**config.mk**
```make
export PLATFORM = sky130hd
export DESIGN_NAME = seq_divider_flat
export DESIGN_NICKNAME = d
export VERILOG_FILES = /design/src/rtl/seq_divider_if.sv /design/src/rtl/seq_divider.sv /design/src/flat_wrapper.sv
export SDC_FILE = /design/constraint.sdc
export NUM_CORES = 1
export LEC_CHECK = 0
export BUFFER_PORTS_ARGS = -buffer_cell sky130_fd_sc_hd__buf_2
export CORE_UTILIZATION = 60
export CTS_BUF_LIST = sky130_fd_sc_hd__clkbuf_4 sky130_fd_sc_hd__clkbuf_8
export DETAILED_ROUTE_END_ITERATION = 6
export HOLD_SLACK_MARGIN = 0.15
export PLACE_DENSITY = 0.94
export SLEW_MARGIN = 10
export SYNTH_ARGS = -nofsm -noshare
export SYNTH_HDL_FRONTEND = slang
export SYNTH_SLANG_ARGS = --single-unit
```
**constraint.sdc**
```tcl
create_clock -name clk -period 5.1 [get_ports clk]
set_input_delay 0.255 -clock clk [delete_from_list [all_inputs] [get_ports clk]]
set_output_delay 0.255 -clock clk [all_outputs]
set_load 0.02 [all_outputs]
```
**src/rtl/seq_divider_if.sv**
```systemverilog
// Operand/result bundle for the sequential signed divider.
// The requester drives start and operands; the divider returns status and results.
interface seq_divider_if #(
    parameter int DIVIDEND_W = 8,
    parameter int DIVISOR_W  = 4
);
    logic                  start;
    logic [DIVIDEND_W-1:0] dividend;
    logic [DIVISOR_W-1:0]  divisor;
    logic                  busy;
    logic                  done;
    logic [DIVIDEND_W-1:0] quotient;
    logic [DIVISOR_W-1:0]  remainder;
    logic                  div_by_zero;
    logic                  overflow;

    modport master (
        output start, dividend, divisor,
        input  busy, done, quotient, remainder, div_by_zero, overflow
    );

    modport slave (
        input  start, dividend, divisor,
        output busy, done, quotient, remainder, div_by_zero, overflow
    );
endinterface

```
**src/rtl/seq_divider.sv**
```systemverilog
// Restoring shift/subtract signed divider, one quotient bit per cycle.
// Quotient truncates toward zero; the remainder takes the dividend's sign.
//
// state | meaning
// IDLE  | waiting for start; results held
// CALC  | one restoring iteration per cycle, DIVIDEND_W cycles
// FIX   | apply signs and special cases, register results, pulse done
module seq_divider #(
    parameter int DIVIDEND_W = 8,
    parameter int DIVISOR_W  = 4
) (
    input  logic          clk,
    input  logic          rst_n,
    seq_divider_if.slave  bus
);

    localparam int CNT_W = (DIVIDEND_W > 1) ? $clog2(DIVIDEND_W) : 1;
    localparam int REM_W = DIVISOR_W + 1;

    typedef enum logic [1:0] {
        IDLE = 2'd0,
        CALC = 2'd1,
        FIX  = 2'd2
    } state_t;

    state_t                state_q, state_d;
    logic [CNT_W-1:0]      cnt_q, cnt_d;
    logic [REM_W-1:0]      rem_q, rem_d;
    logic [DIVIDEND_W-1:0] dvd_q, dvd_d;
    logic [DIVISOR_W-1:0]  dsr_q, dsr_d;
    logic                  neg_dvd_q, neg_dvd_d;
    logic                  neg_dsr_q, neg_dsr_d;
    logic                  ovf_pend_q, ovf_pend_d;

    logic [DIVIDEND_W-1:0] quot_q, quot_d;
    logic [DIVISOR_W-1:0]  remo_q, remo_d;
    logic                  dbz_q, dbz_d;
    logic                  ovf_q, ovf_d;
    logic                  busy_q, busy_d;
    logic                  done_q, done_d;

    // One extra bit above the partial remainder exposes the trial-subtract borrow.
    logic [REM_W:0]        shifted;
    logic [REM_W:0]        trial;

    always_comb begin
        shifted = {rem_q, dvd_q[DIVIDEND_W-1]};
        trial   = shifted - {2'b00, dsr_q};
    end

    always_ff @(posedge clk or negedge rst_n) begin
        if (!rst_n) begin
            state_q    <= IDLE;
            cnt_q      <= '0;
            rem_q      <= '0;
            dvd_q      <= '0;
            dsr_q      <= '0;
            neg_dvd_q  <= 1'b0;
            neg_dsr_q  <= 1'b0;
            ovf_pend_q <= 1'b0;
            quot_q     <= '0;
            remo_q     <= '0;
            dbz_q      <= 1'b0;
            ovf_q      <= 1'b0;
            busy_q     <= 1'b0;
            done_q     <= 1'b0;
        end else begin
            state_q    <= state_d;
            cnt_q      <= cnt_d;
            rem_q      <= rem_d;
            dvd_q      <= dvd_d;
            dsr_q      <= dsr_d;
            neg_dvd_q  <= neg_dvd_d;
            neg_dsr_q  <= neg_dsr_d;
            ovf_pend_q <= ovf_pend_d;
            quot_q     <= quot_d;
            remo_q     <= remo_d;
            dbz_q      <= dbz_d;
            ovf_q      <= ovf_d;
            busy_q     <= busy_d;
            done_q     <= done_d;
        end
    end

    always_comb begin
        state_d    = state_q;
        cnt_d      = cnt_q;
        rem_d      = rem_q;
        dvd_d      = dvd_q;
        dsr_d      = dsr_q;
        neg_dvd_d  = neg_dvd_q;
        neg_dsr_d  = neg_dsr_q;
        ovf_pend_d = ovf_pend_q;
        quot_d     = quot_q;
        remo_d     = remo_q;
        dbz_d      = dbz_q;
        ovf_d      = ovf_q;
        busy_d     = busy_q;
        done_d     = 1'b0;

        case (state_q)
            IDLE: begin
                if (bus.start) begin
                    neg_dvd_d  = bus.dividend[DIVIDEND_W-1];
                    neg_dsr_d  = bus.divisor[DIVISOR_W-1];
                    dvd_d      = bus.dividend[DIVIDEND_W-1] ? -bus.dividend : bus.dividend;
                    dsr_d      = bus.divisor[DIVISOR_W-1] ? -bus.divisor : bus.divisor;
                    ovf_pend_d = (bus.dividend == {1'b1, {(DIVIDEND_W-1){1'b0}}}) &&
                                 (bus.divisor == {DIVISOR_W{1'b1}});
                    rem_d      = '0;
                    cnt_d      = CNT_W'(DIVIDEND_W - 1);
                    busy_d     = 1'b1;
                    state_d    = CALC;
                end
            end

            CALC: begin
                if (trial[REM_W]) begin
                    rem_d = shifted[REM_W-1:0];
                    dvd_d = {dvd_q[DIVIDEND_W-2:0], 1'b0};
                end else begin
                    rem_d = trial[REM_W-1:0];
                    dvd_d = {dvd_q[DIVIDEND_W-2:0], 1'b1};
                end
                cnt_d = cnt_q - 1'b1;
                if (cnt_q == '0) begin
                    state_d = FIX;
                end
            end

            FIX: begin
                quot_d = (neg_dvd_q ^ neg_dsr_q) ? -dvd_q : dvd_q;
                remo_d = neg_dvd_q ? -rem_q[DIVISOR_W-1:0] : rem_q[DIVISOR_W-1:0];
                dbz_d  = 1'b0;
                ovf_d  = ovf_pend_q;
                // A zero divisor ran the full loop only to keep latency constant.
                if (dsr_q == '0) begin
                    quot_d = '1;
                    remo_d = '0;
                    dbz_d  = 1'b1;
                    ovf_d  = 1'b0;
                end
                busy_d  = 1'b0;
                done_d  = 1'b1;
                state_d = IDLE;
            end

            default: begin
                state_d = IDLE;
            end
        endcase
    end

    assign bus.busy        = busy_q;
    assign bus.done        = done_q;
    assign bus.quotient    = quot_q;
    assign bus.remainder   = remo_q;
    assign bus.div_by_zero = dbz_q;
    assign bus.overflow    = ovf_q;

endmodule

```
**src/flat_wrapper.sv**
```systemverilog
// flat-port wrapper written by rule: the top's interface ports become plain ports
module seq_divider_flat 
#(
    parameter int DIVIDEND_W = 8,
    parameter int DIVISOR_W  = 4
)
  (clk, rst_n, bus_start, bus_dividend, bus_divisor, bus_busy, bus_done, bus_quotient, bus_remainder, bus_div_by_zero, bus_overflow);
  seq_divider_if #(.DIVIDEND_W(DIVIDEND_W), .DIVISOR_W(DIVISOR_W)) bus_i ();
  input  logic clk;
  input  logic rst_n;
  input wire logic [$bits(bus_i.start)-1:0] bus_start;
  input wire logic [$bits(bus_i.dividend)-1:0] bus_dividend;
  input wire logic [$bits(bus_i.divisor)-1:0] bus_divisor;
  output wire logic [$bits(bus_i.busy)-1:0] bus_busy;
  output wire logic [$bits(bus_i.done)-1:0] bus_done;
  output wire logic [$bits(bus_i.quotient)-1:0] bus_quotient;
  output wire logic [$bits(bus_i.remainder)-1:0] bus_remainder;
  output wire logic [$bits(bus_i.div_by_zero)-1:0] bus_div_by_zero;
  output wire logic [$bits(bus_i.overflow)-1:0] bus_overflow;
  assign bus_i.start = bus_start;
  assign bus_i.dividend = bus_dividend;
  assign bus_i.divisor = bus_divisor;
  assign bus_busy = bus_i.busy;
  assign bus_done = bus_i.done;
  assign bus_quotient = bus_i.quotient;
  assign bus_remainder = bus_i.remainder;
  assign bus_div_by_zero = bus_i.div_by_zero;
  assign bus_overflow = bus_i.overflow;
  seq_divider #(.DIVIDEND_W(DIVIDEND_W), .DIVISOR_W(DIVISOR_W)) u_core (.clk(clk), .rst_n(rst_n), .bus(bus_i));
endmodule
```
==> run_results.csv <==
group,metric,value,unit
status,status,"completed",
detailed_routing,vias,1810,
timing,relSlewSlack,35.9,%
detailed_routing,wl_met3,200,µm
timing,fmax,483,MHz
timing,fin_tns_setup,0,ns
pwr,vdd_drop_max,0.284,mV
synthesis,async_flop_share,100,%
detailed_routing,first_iter_violations,102,
grt,grt_pass1_wl,7940,µm
grt,grt-ovfl-total,0,
placement,post-dp-hpwl,3280,µm
pwr,power_density,707,mW/mm²
finish,n_antenna_cell,0,
cts,clk_pin_slew,0.07,ns
critical_path,critPathMaxStageDelay,0.51,ns
synthesis,ys_seq_elements,41,
grt,grt_usage,26.5,%
detailed_routing,ant_nets,0,
timing,finalHoldViolCount,0,
critical_path,r2r_cells,7,
floorplanning,die_x,62.8,µm
synthesis,syn_area_per_cell,9.51,µm²
synthesis,synth-seq-area-share,46.3,%
critical_path,r2r-end,"u_core.rem_q[4]",
pwr,p_leak,1.19,nW
cts,clockRootBuffer,"clkbuf_8",
timing,setup_ws,3.03,ns
critical_path,critPathRequiredTime,5.33,ns
critical_path,arrival,2.30,ns
timing,fin_crit,2.07,ns
critical_path,rr_startpoint,"u_core.dsr_q[1]",
floorplanning,rows,21,
cts,clk_path_buf_depth,2,
detailed_routing,wl,4630,µm
floorplanning,die-area,0.00394,mm²
cts,clkLatencyLatePin,0.30,ns
synthesis,synth_cell_types,38,
detailed_routing,avgViaCountPerCell,5.80,
finish,fin_cells,312,
critical_path,slowest_stage,"or4_1",
floorplanning,initial_core_util,64.4,%
detailed_routing,drc,0,
grt,grt_max_degree,42,
cts,cts_buffers,5,
cts,cts_sinks,41,
pwr,netSwitchingPower,777,µW
synthesis,synth_edf_count,0,
placement,port_buffers,30,
floorplanning,coreArea,0.00344,mm²
synthesis,syn_nets,260,
critical_path,startpoint_type,"flip-flop",
pwr,p_seq_share,34.2,%
floorplanning,io_pins,31,
synthesis,synthFlopType,"dfrtp_1",
placement,gp_congestion,0.865,
placement,place_inst,303,
cts,cts_tree,"built",
pwr,netSwitchingFraction,43.4,%
critical_path,worst_setup_path_end_kind,"flip-flop",
floorplanning,die_h,62.8,µm
grt,grt_pass1_vias,1716,
detailed_routing,firstDrtPassIters,4,
critical_path,crit_type,"flip-flop to flip-flop",
finish,area_growth,14.4,%
timing,whs,0.230,ns
pwr,intPower,1.01,mW
cts,post_cts_buffers,0,
synthesis,syn-instance-count,233,
cts,htree_levels,2,
detailed_routing,top_layer,"met4",
critical_path,cp_cell_sequence,"inv_1 -> ha_1 -> nor2b_1 -> o2111ai_1 -> o2111ai_4 -> or4_1 -> nand3_1",
detailed_routing,m1WireLength,2050,µm
finish,drive_gt1_share,15.4,%
hold_path,hold_path_class,"primary input to flip-flop",
timing,grt_setup_unrepaired,"false",
synthesis,syn_area,0.00222,mm²
critical_path,crit_fanout,8,
pwr,clkPwrFrac,15.3,%
synthesis,synth-warning-count,0,
timing,slew_viol_final,0,
timing,worstMarginPinSlew,0.958,ns
grt,grt_antenna_before_repair,0,
pwr,p_total,1.79,mW
run,drv_cap,0,
critical_path,ff2ff_setup_slack,3.03,ns
finish,nNetsFinal,292,
detailed_routing,wire_per_inst,14.8,µm
hold_path,hold_depth,3,
timing,final.period_utilization,40.6,%
detailed_routing,met2_length,2280,µm
hold_path,min_from,"bus_divisor[3]",
pwr,comb_power_share,50.6,%
timing,fin_skew,0.00357,ns
timing,setup_viol,0,
placement,dp_slack,3.02,ns
hold_path,hold_end,"u_core.neg_dsr_q",
## cell usage in the layout (no fill, tap or decap), types with 3 or more instances in the layout
cell type	instances
dfrtp_1	41
buf_2	30
nor2_1	25
a22o_1	5
or3_1	4
nand3_1	8
mux2i_1	4
a22oi_1	5
nand2b_1	5
o21ai_1	3
nor2b_1	4
xor2_1	5
nand2_1	16
clkbuf_8	6
ha_1	11
xnor2_1	12
inv_1	17
a21oi_1	16
o21ai_0	18
## kinds of logic after synthesis
logic type / Yosys count / synth area share, %
AOI/OAI and AO/OA: 59 / 17.3
buffers and inverters: 24 / 4.07
xor gates and xnor gates: 17 / 6.72
DFF: 41 / 46.3
and+or+nand+nor: 76 / 16.7
muxes: 4 / 1.81
adders and majority gates: 12 / 7.11
## sequential cells by signal (all words and copies together) (netlist names)
name                    count
u_core.state_q              2
u_core.cnt_q                3
u_core.bus.div_by_zero      1
u_core.rem_q                5
u_core.bus.done             1
u_core.dvd_q                8
u_core.neg_dvd_q            1
u_core.dsr_q                4
u_core.bus.remainder        4
u_core.bus.busy             1
u_core.ovf_pend_q           1
u_core.bus.quotient         8
u_core.bus.overflow         1
u_core.neg_dsr_q            1
## worst max path at each step
stage,start,end,cells past startpoint
after CTS,u_core.dsr_q[1],u_core.rem_q[4],7
after global placement,u_core.dsr_q[1],u_core.rem_q[4],7
after global routing,u_core.dsr_q[1],u_core.rem_q[4],7
final,u_core.dsr_q[1],u_core.rem_q[4],7
after floorplan,u_core.dsr_q[1],u_core.rem_q[4],7
after detailed placement,u_core.dsr_q[1],u_core.rem_q[4],7
## synthesized netlist by cell type, types with 2 or more instances
cell	count	area share [%]
o21ai_1	3	0.68
nor4b_1	2	0.79
or3_1	4	1.1
clkbuf_1	7	1.2
nand2_1	16	2.7
nor2_1	25	4.2
inv_1	17	2.9
nand2b_1	5	1.4
xnor2_1	12	4.7
xor2_1	5	2.0
mux2i_1	4	1.8
dfrtp_1	41	46
nand3_1	8	1.8
nor3_1	2	0.45
or4_1	2	0.68
a31oi_1	2	0.56
ha_1	11	6.2
and3_1	2	0.56
a22oi_1	5	1.7
nor2b_1	4	1.1
o21ai_0	18	4.1
nor4_1	2	0.56
a22o_1	5	2.0
o31ai_1	2	0.68
a21oi_1	16	3.6
## layer usage
metal | vias up | GRT usage (%)
li1 | 876 | -
met1 | 866 | 35.5
met2 | 59 | 42.4
met3 | 9 | 4.38
met4 | 0 | 11.3
met5 | - | 0
## critical path, delay by kind of cell, from the launching register on
kind | cells | cell delay [ns]
AOI/OAI and AO/OA | 2 | 0.49
adders and majority gates | 1 | 0.31
buffers and inverters | 1 | 0.07
DFF | 1 | 0.41
and+or+nand+nor | 3 | 0.74
## per-stage QoR
stage               utilization [%]  area, µm²
detailed placement             69.9       2400
CTS                            73.6       2530
global placement               69.9       2400
floorplan                         -       2220
finish                         73.6       2530
global route                   73.6       2530
## power groups by stage
stage	clock network, mW	registers (mW)	logic, mW
after floorplan	0	0.646	0.626
after global placement	0	0.601	0.843
after detailed placement	0	0.613	0.891
after CTS	0.278	0.608	0.907
after global routing	0.293	0.630	1.01
final	0.274	0.612	0.906
## timing repair
item                                    CTS  global route
hold buffers                              1             0
resized for setup                         0             0
hold endpoints to repair                 41             0
endpoints found under the setup margin    0             0
## layout make-up
class | instances | area, µm²
fill | 242 | 907
tap | 46 | 57.6
multi-input combinational | 168 | 1100
clock buffer | 7 | 90.1
inverter | 17 | 63.8
clock inverter | 1 | 30.0
timing repair buffer | 32 | 168
sequential | 41 | 1030
Note: power is estimated with default switching activity, not from simulation.
